--- src/rtl/compute_core_mt.sv ---
// compute_core_mt: multi-thread compute core with round-robin interleaving.
// Each hardware thread has its own PC, register file and lt/eq flags. A
// single shared pipeline walks SCHED -> FETCH -> EXEC -> (MEM) for one
// thread at a time. Instruction and data memories sit behind valid/ready
// handshakes, so any number of wait states is tolerated.
//
// Ports:
//   clk, reset                clock (rising edge), async active-low reset
//   start                     one-cycle launch pulse, honoured in IDLE only
//   imem_req/addr/valid/data  instruction fetch handshake
//   dmem_req/we/addr/wdata    data request (held until dmem_ready)
//   dmem_ready/rdata          accept strobe; load data valid with it
//   busy, halt                running / all threads finished
//   thread_active             per-thread live mask
//   illegal_op                sticky undefined-opcode flag
//   dbg_thread/dbg_reg/data   combinational register file read port
module compute_core_mt #(
    parameter int  NUM_THREADS     = 4,
    parameter int  REG_COUNT       = 16,
    parameter int  DATA_WIDTH      = 16,
    parameter int  ADDR_WIDTH      = 8,
    parameter int  DMEM_ADDR_WIDTH = 8,
    parameter int  INSTR_WIDTH     = 20,
    localparam int TW = (NUM_THREADS > 1) ? $clog2(NUM_THREADS) : 1
) (
    input  logic                       clk,
    input  logic                       reset,
    input  logic                       start,
    output logic                       imem_req,
    output logic [ADDR_WIDTH-1:0]      imem_addr,
    input  logic                       imem_valid,
    input  logic [INSTR_WIDTH-1:0]     imem_data,
    output logic                       dmem_req,
    output logic                       dmem_we,
    output logic [DMEM_ADDR_WIDTH-1:0] dmem_addr,
    output logic [DATA_WIDTH-1:0]      dmem_wdata,
    input  logic                       dmem_ready,
    input  logic [DATA_WIDTH-1:0]      dmem_rdata,
    output logic                       busy,
    output logic                       halt,
    output logic [NUM_THREADS-1:0]     thread_active,
    output logic                       illegal_op,
    input  logic [TW-1:0]              dbg_thread,
    input  logic [3:0]                 dbg_reg,
    output logic [DATA_WIDTH-1:0]      dbg_data
);

    typedef enum logic [2:0] {IDLE, SCHED, FETCH, EXEC, MEM, DONE} state_t;

    typedef enum logic [3:0] {
        OP_NOP = 4'h0, OP_ADD = 4'h1, OP_SUB = 4'h2, OP_MUL = 4'h3,
        OP_CMP = 4'h4, OP_JMP = 4'h5, OP_JLT = 4'h6, OP_JEQ = 4'h7,
        OP_LDR = 4'h8, OP_STR = 4'h9, OP_HALT = 4'hF
    } opcode_t;

    state_t                      state_q, state_d;
    logic [TW-1:0]               cur_q, rr_q, pick, cand;
    logic [ADDR_WIDTH-1:0]       pc_q [NUM_THREADS];
    logic [DATA_WIDTH-1:0]       regs_q [NUM_THREADS][REG_COUNT];
    logic [NUM_THREADS-1:0]      active_q, lt_q, eq_q, halt_mask;
    logic [INSTR_WIDTH-1:0]      instr_q;
    logic                        illegal_q;
    logic [DMEM_ADDR_WIDTH-1:0]  maddr_q;
    logic                        mwe_q;
    logic [DATA_WIDTH-1:0]       mwdata_q;

    // Instruction fields of the latched instruction.
    logic [3:0]            op, rd_idx, rs_idx;
    logic [DATA_WIDTH-1:0] imm_x, rd_val, rs_val, wr_val, ea;
    logic [ADDR_WIDTH-1:0] pc_cur, pc_nxt;
    logic                  rd_ok, wr_en, set_flags, do_halt, is_mem, is_illegal;

    assign op     = instr_q[19:16];
    assign rd_idx = instr_q[15:12];
    assign rs_idx = instr_q[11:8];
    assign imm_x  = DATA_WIDTH'(instr_q[7:0]);
    assign rd_ok  = int'(rd_idx) < REG_COUNT;
    assign rd_val = rd_ok ? regs_q[cur_q][rd_idx] : '0;
    assign rs_val = (int'(rs_idx) < REG_COUNT) ? regs_q[cur_q][rs_idx] : '0;
    assign pc_cur = pc_q[cur_q];
    assign ea     = rs_val + imm_x;

    // Round-robin pick: scanning from the far end down means the last
    // match, i.e. the nearest active thread at or after rr_q, wins.
    always_comb begin
        pick = rr_q;
        cand = '0;
        for (int i = NUM_THREADS - 1; i >= 0; i--) begin
            cand = TW'((int'(rr_q) + i) % NUM_THREADS);
            if (active_q[cand]) pick = cand;
        end
    end

    // Execute-stage decode and ALU.
    // NOTE: every signal gets a default before the case so no path leaves
    // it unassigned; otherwise synthesis would infer a latch.
    always_comb begin
        wr_en      = 1'b0;
        wr_val     = rd_val;
        pc_nxt     = pc_cur + ADDR_WIDTH'(1);
        set_flags  = 1'b0;
        do_halt    = 1'b0;
        is_mem     = 1'b0;
        is_illegal = 1'b0;
        case (op)
            OP_NOP: ;
            OP_ADD: begin wr_en = 1'b1; wr_val = rd_val + rs_val + imm_x; end
            OP_SUB: begin wr_en = 1'b1; wr_val = rd_val - rs_val - imm_x; end
            OP_MUL: begin wr_en = 1'b1; wr_val = rd_val * rs_val; end
            OP_CMP: set_flags = 1'b1;
            OP_JMP: pc_nxt = ADDR_WIDTH'(instr_q[7:0]);
            OP_JLT: if (lt_q[cur_q]) pc_nxt = ADDR_WIDTH'(instr_q[7:0]);
            OP_JEQ: if (eq_q[cur_q]) pc_nxt = ADDR_WIDTH'(instr_q[7:0]);
            OP_LDR, OP_STR: is_mem = 1'b1;
            OP_HALT: begin do_halt = 1'b1; pc_nxt = pc_cur; end
            default: is_illegal = 1'b1;
        endcase
    end

    assign halt_mask = do_halt ? (NUM_THREADS'(1) << cur_q) : '0;

    // FSM state register.
    always_ff @(posedge clk or negedge reset) begin
        if (!reset) state_q <= IDLE;
        else        state_q <= state_d;
    end

    // FSM next-state logic.
    always_comb begin
        state_d = state_q;
        case (state_q)
            IDLE:  if (start) state_d = SCHED;
            SCHED: state_d = FETCH;
            FETCH: if (imem_valid) state_d = EXEC;
            EXEC: begin
                if (is_mem)                             state_d = MEM;
                else if ((active_q & ~halt_mask) == '0) state_d = DONE;
                else                                    state_d = SCHED;
            end
            MEM:   if (dmem_ready) state_d = (active_q == '0) ? DONE : SCHED;
            DONE:  state_d = DONE;
            default: state_d = IDLE;
        endcase
    end

    // FSM outputs. Address/data buses read zero outside their phase.
    always_comb begin
        imem_req   = (state_q == FETCH);
        imem_addr  = (state_q == FETCH) ? pc_cur : '0;
        dmem_req   = (state_q == MEM);
        dmem_we    = (state_q == MEM) && mwe_q;
        dmem_addr  = (state_q == MEM) ? maddr_q : '0;
        dmem_wdata = (state_q == MEM) ? mwdata_q : '0;
        busy       = (state_q != IDLE) && (state_q != DONE);
        halt       = (state_q == DONE);
    end

    // Architectural state.
    // NOTE: the register file is reset explicitly because the top register of
    // every thread must come up holding the thread id; a plain RAM could not.
    // NOTE: sequential state uses <= so every flop samples pre-edge values.
    always_ff @(posedge clk or negedge reset) begin
        if (!reset) begin
            for (int t = 0; t < NUM_THREADS; t++) begin
                pc_q[t] <= '0;
                for (int r = 0; r < REG_COUNT; r++)
                    regs_q[t][r] <= (r == REG_COUNT - 1) ? DATA_WIDTH'(t) : '0;
            end
            active_q  <= '1;
            lt_q      <= '0;
            eq_q      <= '0;
            rr_q      <= '0;
            cur_q     <= '0;
            instr_q   <= '0;
            illegal_q <= 1'b0;
            maddr_q   <= '0;
            mwe_q     <= 1'b0;
            mwdata_q  <= '0;
        end else begin
            case (state_q)
                SCHED: begin
                    cur_q <= pick;
                    rr_q  <= TW'((int'(pick) + 1) % NUM_THREADS);
                end
                FETCH: if (imem_valid) instr_q <= imem_data;
                EXEC: begin
                    if (wr_en && rd_ok) regs_q[cur_q][rd_idx] <= wr_val;
                    if (set_flags) begin
                        lt_q[cur_q] <= rd_val < rs_val;
                        eq_q[cur_q] <= rd_val == rs_val;
                    end
                    // Memory ops advance the PC only once the access completes.
                    if (!is_mem) pc_q[cur_q] <= pc_nxt;
                    if (do_halt) active_q[cur_q] <= 1'b0;
                    if (is_illegal) illegal_q <= 1'b1;
                    if (is_mem) begin
                        maddr_q  <= DMEM_ADDR_WIDTH'(ea);
                        mwe_q    <= (op == OP_STR);
                        mwdata_q <= rd_val;
                    end
                end
                MEM: if (dmem_ready) begin
                    if (!mwe_q && rd_ok) regs_q[cur_q][rd_idx] <= dmem_rdata;
                    pc_q[cur_q] <= pc_cur + ADDR_WIDTH'(1);
                end
                default: ;
            endcase
        end
    end

    assign thread_active = active_q;
    assign illegal_op    = illegal_q;

    always_comb begin
        dbg_data = '0;
        if (int'(dbg_reg) < REG_COUNT && int'(dbg_thread) < NUM_THREADS)
            dbg_data = regs_q[dbg_thread][dbg_reg];
    end

endmodule
--- config.mk ---
export PLATFORM = sky130hd
export DESIGN_NAME = compute_core_mt
export DESIGN_NICKNAME = d
export VERILOG_FILES = /design/src/rtl/compute_core_mt.sv
export SDC_FILE = /design/constraint.sdc
export NUM_CORES = 2
export LEC_CHECK = 0
export ABC_CLOCK_PERIOD_IN_PS = 17130
export CAP_MARGIN = 10
export CORE_MARGIN = 2
export CORE_UTILIZATION = 30
export DETAILED_ROUTE_END_ITERATION = 10
export GPL_ROUTABILITY_DRIVEN = 0
export PLACE_DENSITY = 0.4
export SLEW_MARGIN = 10
export SYNTH_ARGS = -nofsm -noshare
export SYNTH_HDL_FRONTEND = slang
export SYNTH_SLANG_ARGS = --single-unit
--- constraint.sdc ---
create_clock -name clk -period 17.13 [get_ports clk]
set_clock_uncertainty 0.05 [all_clocks]
set_input_delay 3.426 -clock clk [delete_from_list [all_inputs] [get_ports clk]]
set_output_delay 3.426 -clock clk [all_outputs]
set_load 0.02 [all_outputs]
## Word-level counts from Yosys, hierarchy flattened

Index checks and enable logic that the tools add are counted.
Widths: inputs -> output; s select.

- Flip-flop bits (word level): 1121
- Latch bits: 0
- Bits in writable memories: 0
- Bits in read-only memories: 0
- Word-level logic and storage cells: 234
- Memories: 0

- Add/sub/neg operators: 10
- $mul: 1
- Div/mod/pow operators: 0
- Order comparisons: 14
- Equal/unequal tests: 23
- Shift operators: 1
- Mux-type cells: 74
- Bitwise logic cells: 10
- Reductions and logical operators: 22

Operators with widths:

| operator | count |
|---|---|
| $mux 1024 | 3 |
| $bwmux 1024 | 2 |
| $pmux 1024 s2 | 1 |
| $mux 256 | 5 |
| $bmux 256 s2 | 2 |
| $demux 256 s2 | 1 |
| $bmux 16 s4 | 3 |
| $mux 16 | 8 |
| $bwmux 32 | 2 |
| $demux 16 s4 | 1 |
| $mux 32 | 2 |
| $pmux 32 s2 | 1 |
| $mux 8 | 7 |
| $pmux 16 s3 | 1 |
| $pmux 8 s4 | 1 |
| $mux 3 | 6 |
| $pmux 3 s6 | 1 |
| $add 16x16->16 | 1 |
| $add 16x8->16 | 1 |
| $bmux 8 s2 | 1 |
| $demux 8 s2 | 1 |
| $eq 16x16->1 | 1 |
| $eq 4x3->1 const B | 4 |
| $lt 16x16->1 | 1 |
| 45 further kinds | 98 |

## Logic depth before layout (Yosys ltp)

- Word-level depth: 13
- Depth in mapped cells: 41

## Worst setup path after synthesis

OpenSTA, ideal clock, no wires.

- Path kind: input -> output
- Start point: in dbg_thread[0]
- End point: out dbg_data[10]
- Arrival time: 6113 ps
- Required time: 13654 ps
- Slack: 7541 ps
- Stages: 6
- Path buffers: 3
- Cells stage by stage: clkbuf_1 -> buf_1 -> buf_1 -> mux4_2 -> mux4_2 -> mux4_2

- Longest elaborated chain between the ends: 7

Ends and longest elaborated chain:

| what | line | RTL |
|---|---|---|
| from (decl) | 43 | `input logic [TW-1:0] dbg_thread,` |
| $not 2->3 (not written as such) | 217 | `dbg_data = regs_q[dbg_thread][dbg_reg];` |
| $bmux 256 s2 | 217 |  |
| $mux 256 (not written as such) (2 in series) | 217 |  |
| $bmux 16 s4 | 217 |  |
| $mux 16 (not written as such) (2 in series) | 217 |  |
| to (decl) | 45 | `output logic [DATA_WIDTH-1:0] dbg_data` |

No other way between the ends. The select of a mux whose other input is x is not followed.

## Worst setup path in the final report

- Start point: in dbg_thread[1]
- End point: out dbg_data[1]

Same word-level chain as after synthesis.

==> run metrics <==
sequential share of the synthesized area=roughly 39%; GRT Total Usage=about 29%; placed cell count=approximately 10000; Synth Net Count=roughly 7500; NumNets Final=~7300; CTS tree=done; DR vias/cell=6.018; total grt overflow=0; post-CTS sizing=0; FF+latch count, synth=approximately 1100; Port Buffers=around 100; Post-Synthesis Cells=7222; I/O pins=about 110; Async S/R FF share, synth=100.0%; DRT iter0 DRCs=roughly 7700; WP data arrival=8.21 ns; Synth Flop Type=dfrtp_1; crit path max fanout=69; setup TNS=0 ns; Clock Pin Slew Worst Setup and Hold Paths=around 0.05 ns; crit end category=primary output; Detail Route Antenna Nets=0; largest net degree at the start of global routing=~150; Starting Density=30.13%; leakage power=~0.032 µW; Post-CTS Setup Inserts=0; Startpoint Class=input pin; post-synthesis adder-cell area fraction=about 5%; WP data required=~14 ns; most frequent cells in the layout=nand2_1, dfrtp_1, a21oi_1; YS warnings=0; die height=about 500 µm; Final Hold Fails=0; drt total wl=roughly 360000 µm; row cnt=180; max_slew headroom=just over 8%; mux share of post-synthesis cell area=between 20% and 30%; hold_buf cts=0; antenna violations before repair=22; Area Growth Syn to Fin=12.90%; sinks on the clock net=1121; number of synthesized flops with an enable pin=0; power share of the sequential group=between 20% and 30%; outcome=completed; DRC Markers=0; drt first pass iters=6; top cells by area, synth=dfrtp_1, mux4_2, nand2_1; # H-tree levels=4; most common cell after layout, fill and taps aside=nand2_1; Crit Path Class=in -> out; Clock power frac=between 20 and 30%; Clk Latency, worst-skew pair=about 0.84 ns; combinational family with the most area after synthesis=multiplexers; Setup Viol. Count Final=0; Cell variety after synth=between 80 and 90; maxcap violations=0; Synth area leader=dfrtp_1; clock root cell=clkbuf_16; core area=240100 µm²; Period Utilization, post-route=68.21%; Peak Freq=about 86 MHz; Avg Cell Area, Syn=approximately 10 µm²; Power, Total=~11000 µW; final hold slack=0.4171 ns; post-synth top area share=approximately 39%; die footprint=roughly 250000 µm²; Max VDD drop=186.4 µV; DR vias=~62000; final std cells w/o fill=roughly 10000; dpl hpwl=around 240000 µm; die width=slightly below 500 µm; Post-Synth Simple-Gate Area=10.41%; Combinational Power Share=between 40 and 50%; final slew viol count=0; RSZ-0062 raised after global routing=no; Power Dens Cells=~140 nW/µm²; NetSw=5260 µW; Cell Area, Synth=72330 µm²; mean routed wirelength per cell=between 30 and 40 µm; xor/xnor share of the synthesized area=0.9600%; clock tree buffer depth=3; compound-gate portion of the synthesized area=between 10% and 20%; Inserted Clock Buffers=~150; Internal=a little over 6000 µW; min cycle time layout=around 12 ns; vias in the first global route=around 60000; share of cells above drive strength 1=18.70%; first-pass GRT wire length=502300 µm; worst slew pin tran=around 1.4 ns; Hold WC Path Type=reg -> reg; Switching Share=between 40% and 50%
==> logic make-up (layout without fill, tap and decap cells) <==
family / Yosys count / after routing
and+or+nand+nor: 1865 / 1865
adders and majority gates: 229 / 229
AOI/OAI and AO/OA: 2269 / 2269
muxes: 745 / 745
other: 0 / 30
xor gates and xnor gates: 73 / 73
DFF: 1121 / 1121
buffers and inverters: 920 / 817
==> path summary, 6_finish.rpt <==
kind / to / slack, ns / from / depth (start not counted)
min in group asynchronous: pc_q[28]$_DFFE_PN0P_ / 2.51 / reset / 1
setup reg to reg: regs_q[367]$_DFFE_PN0P_ / 5.47 / cur_q[1]$_DFFE_PN0P_ / 30
hold reg to reg: mwdata_q[12]$_DFFE_PN0P_ / 0.42 / mwdata_q[12]$_DFFE_PN0P_ / 2
hold / removal: mwdata_q[12]$_DFFE_PN0P_ / 0.42 / mwdata_q[12]$_DFFE_PN0P_ / 2
max in group asynchronous: instr_q[13]$_DFFE_PN0P_ / 11.24 / reset / 4
setup / recovery: dbg_data[1] / 5.45 / dbg_thread[1] / 7
==> per-layer routing <==
layer	part of all wire (%)	GRT usage, %
met1	42	39.46
met2	45	44.05
met3	8.1	6.074
met4	5.5	14.67
met5	0.011	0
==> flip-flops by register name, indices dropped and copies added (netlist names) <==
name           flops
mwdata_q          16
mwe_q              1
pc_q              32
instr_q           20
thread_active      4
maddr_q            8
state_q            3
regs_q          1024
rr_q               2
eq_q               4
illegal_op         1
cur_q              2
lt_q               4
==> Yosys cell counts (113+ instances only) <==
master / n
nand2_1: 1286
dfrtp_1: 1113
a21oi_1: 899
o21ai_0: 783
mux4_2: 678
clkbuf_1: 531
nor2_1: 388
inv_1: 201
o221ai_1: 138
ha_1: 131
o21ai_1: 128
buf_1: 113
==> per-stage QoR <==
| step | cell area [µm²] | worst slack [ns] | utilization (%) |
|---|---|---|---|
| floorplan | 72330 | 7.541 | - |
| global placement | 76820 | 5.662 | 32.00 |
| detailed placement | 76840 | 5.577 | 32.01 |
| CTS | 81590 | 5.573 | 33.98 |
| global route | 81640 | 5.129 | 34.00 |
| finish | 81660 | 5.445 | 34.02 |
==> worst max-delay path, stage by stage <==
cell and delay (ns):
buf_8 0.57, buf_4 0.75, buf_4 0.84, mux4_2 0.42
mux4_2 0.65, mux4_2 0.63, clkdlybuf4s50_1 0.59
==> power by group through the flow <==
stage	clock network, µW	registers (µW)	logic [µW]
finish	3140	3120	5060
detailed placement	0	3170	4950
global route	3300	3150	5230
CTS	3190	3120	4960
global placement	0	3170	4950
floorplan	0	2980	2930
==> area by class of cell <==
type	instances	area, µm²
tap	3185	3985
clock inverter	39	427.9
multi-input combinational	5181	40930
antenna	30	75.07
sequential	1121	28080
inverter	206	774.5
clock buffer	216	4320
timing repair buffer	356	3070
fill	24324	158400
(Power assumes the default switching activity.)
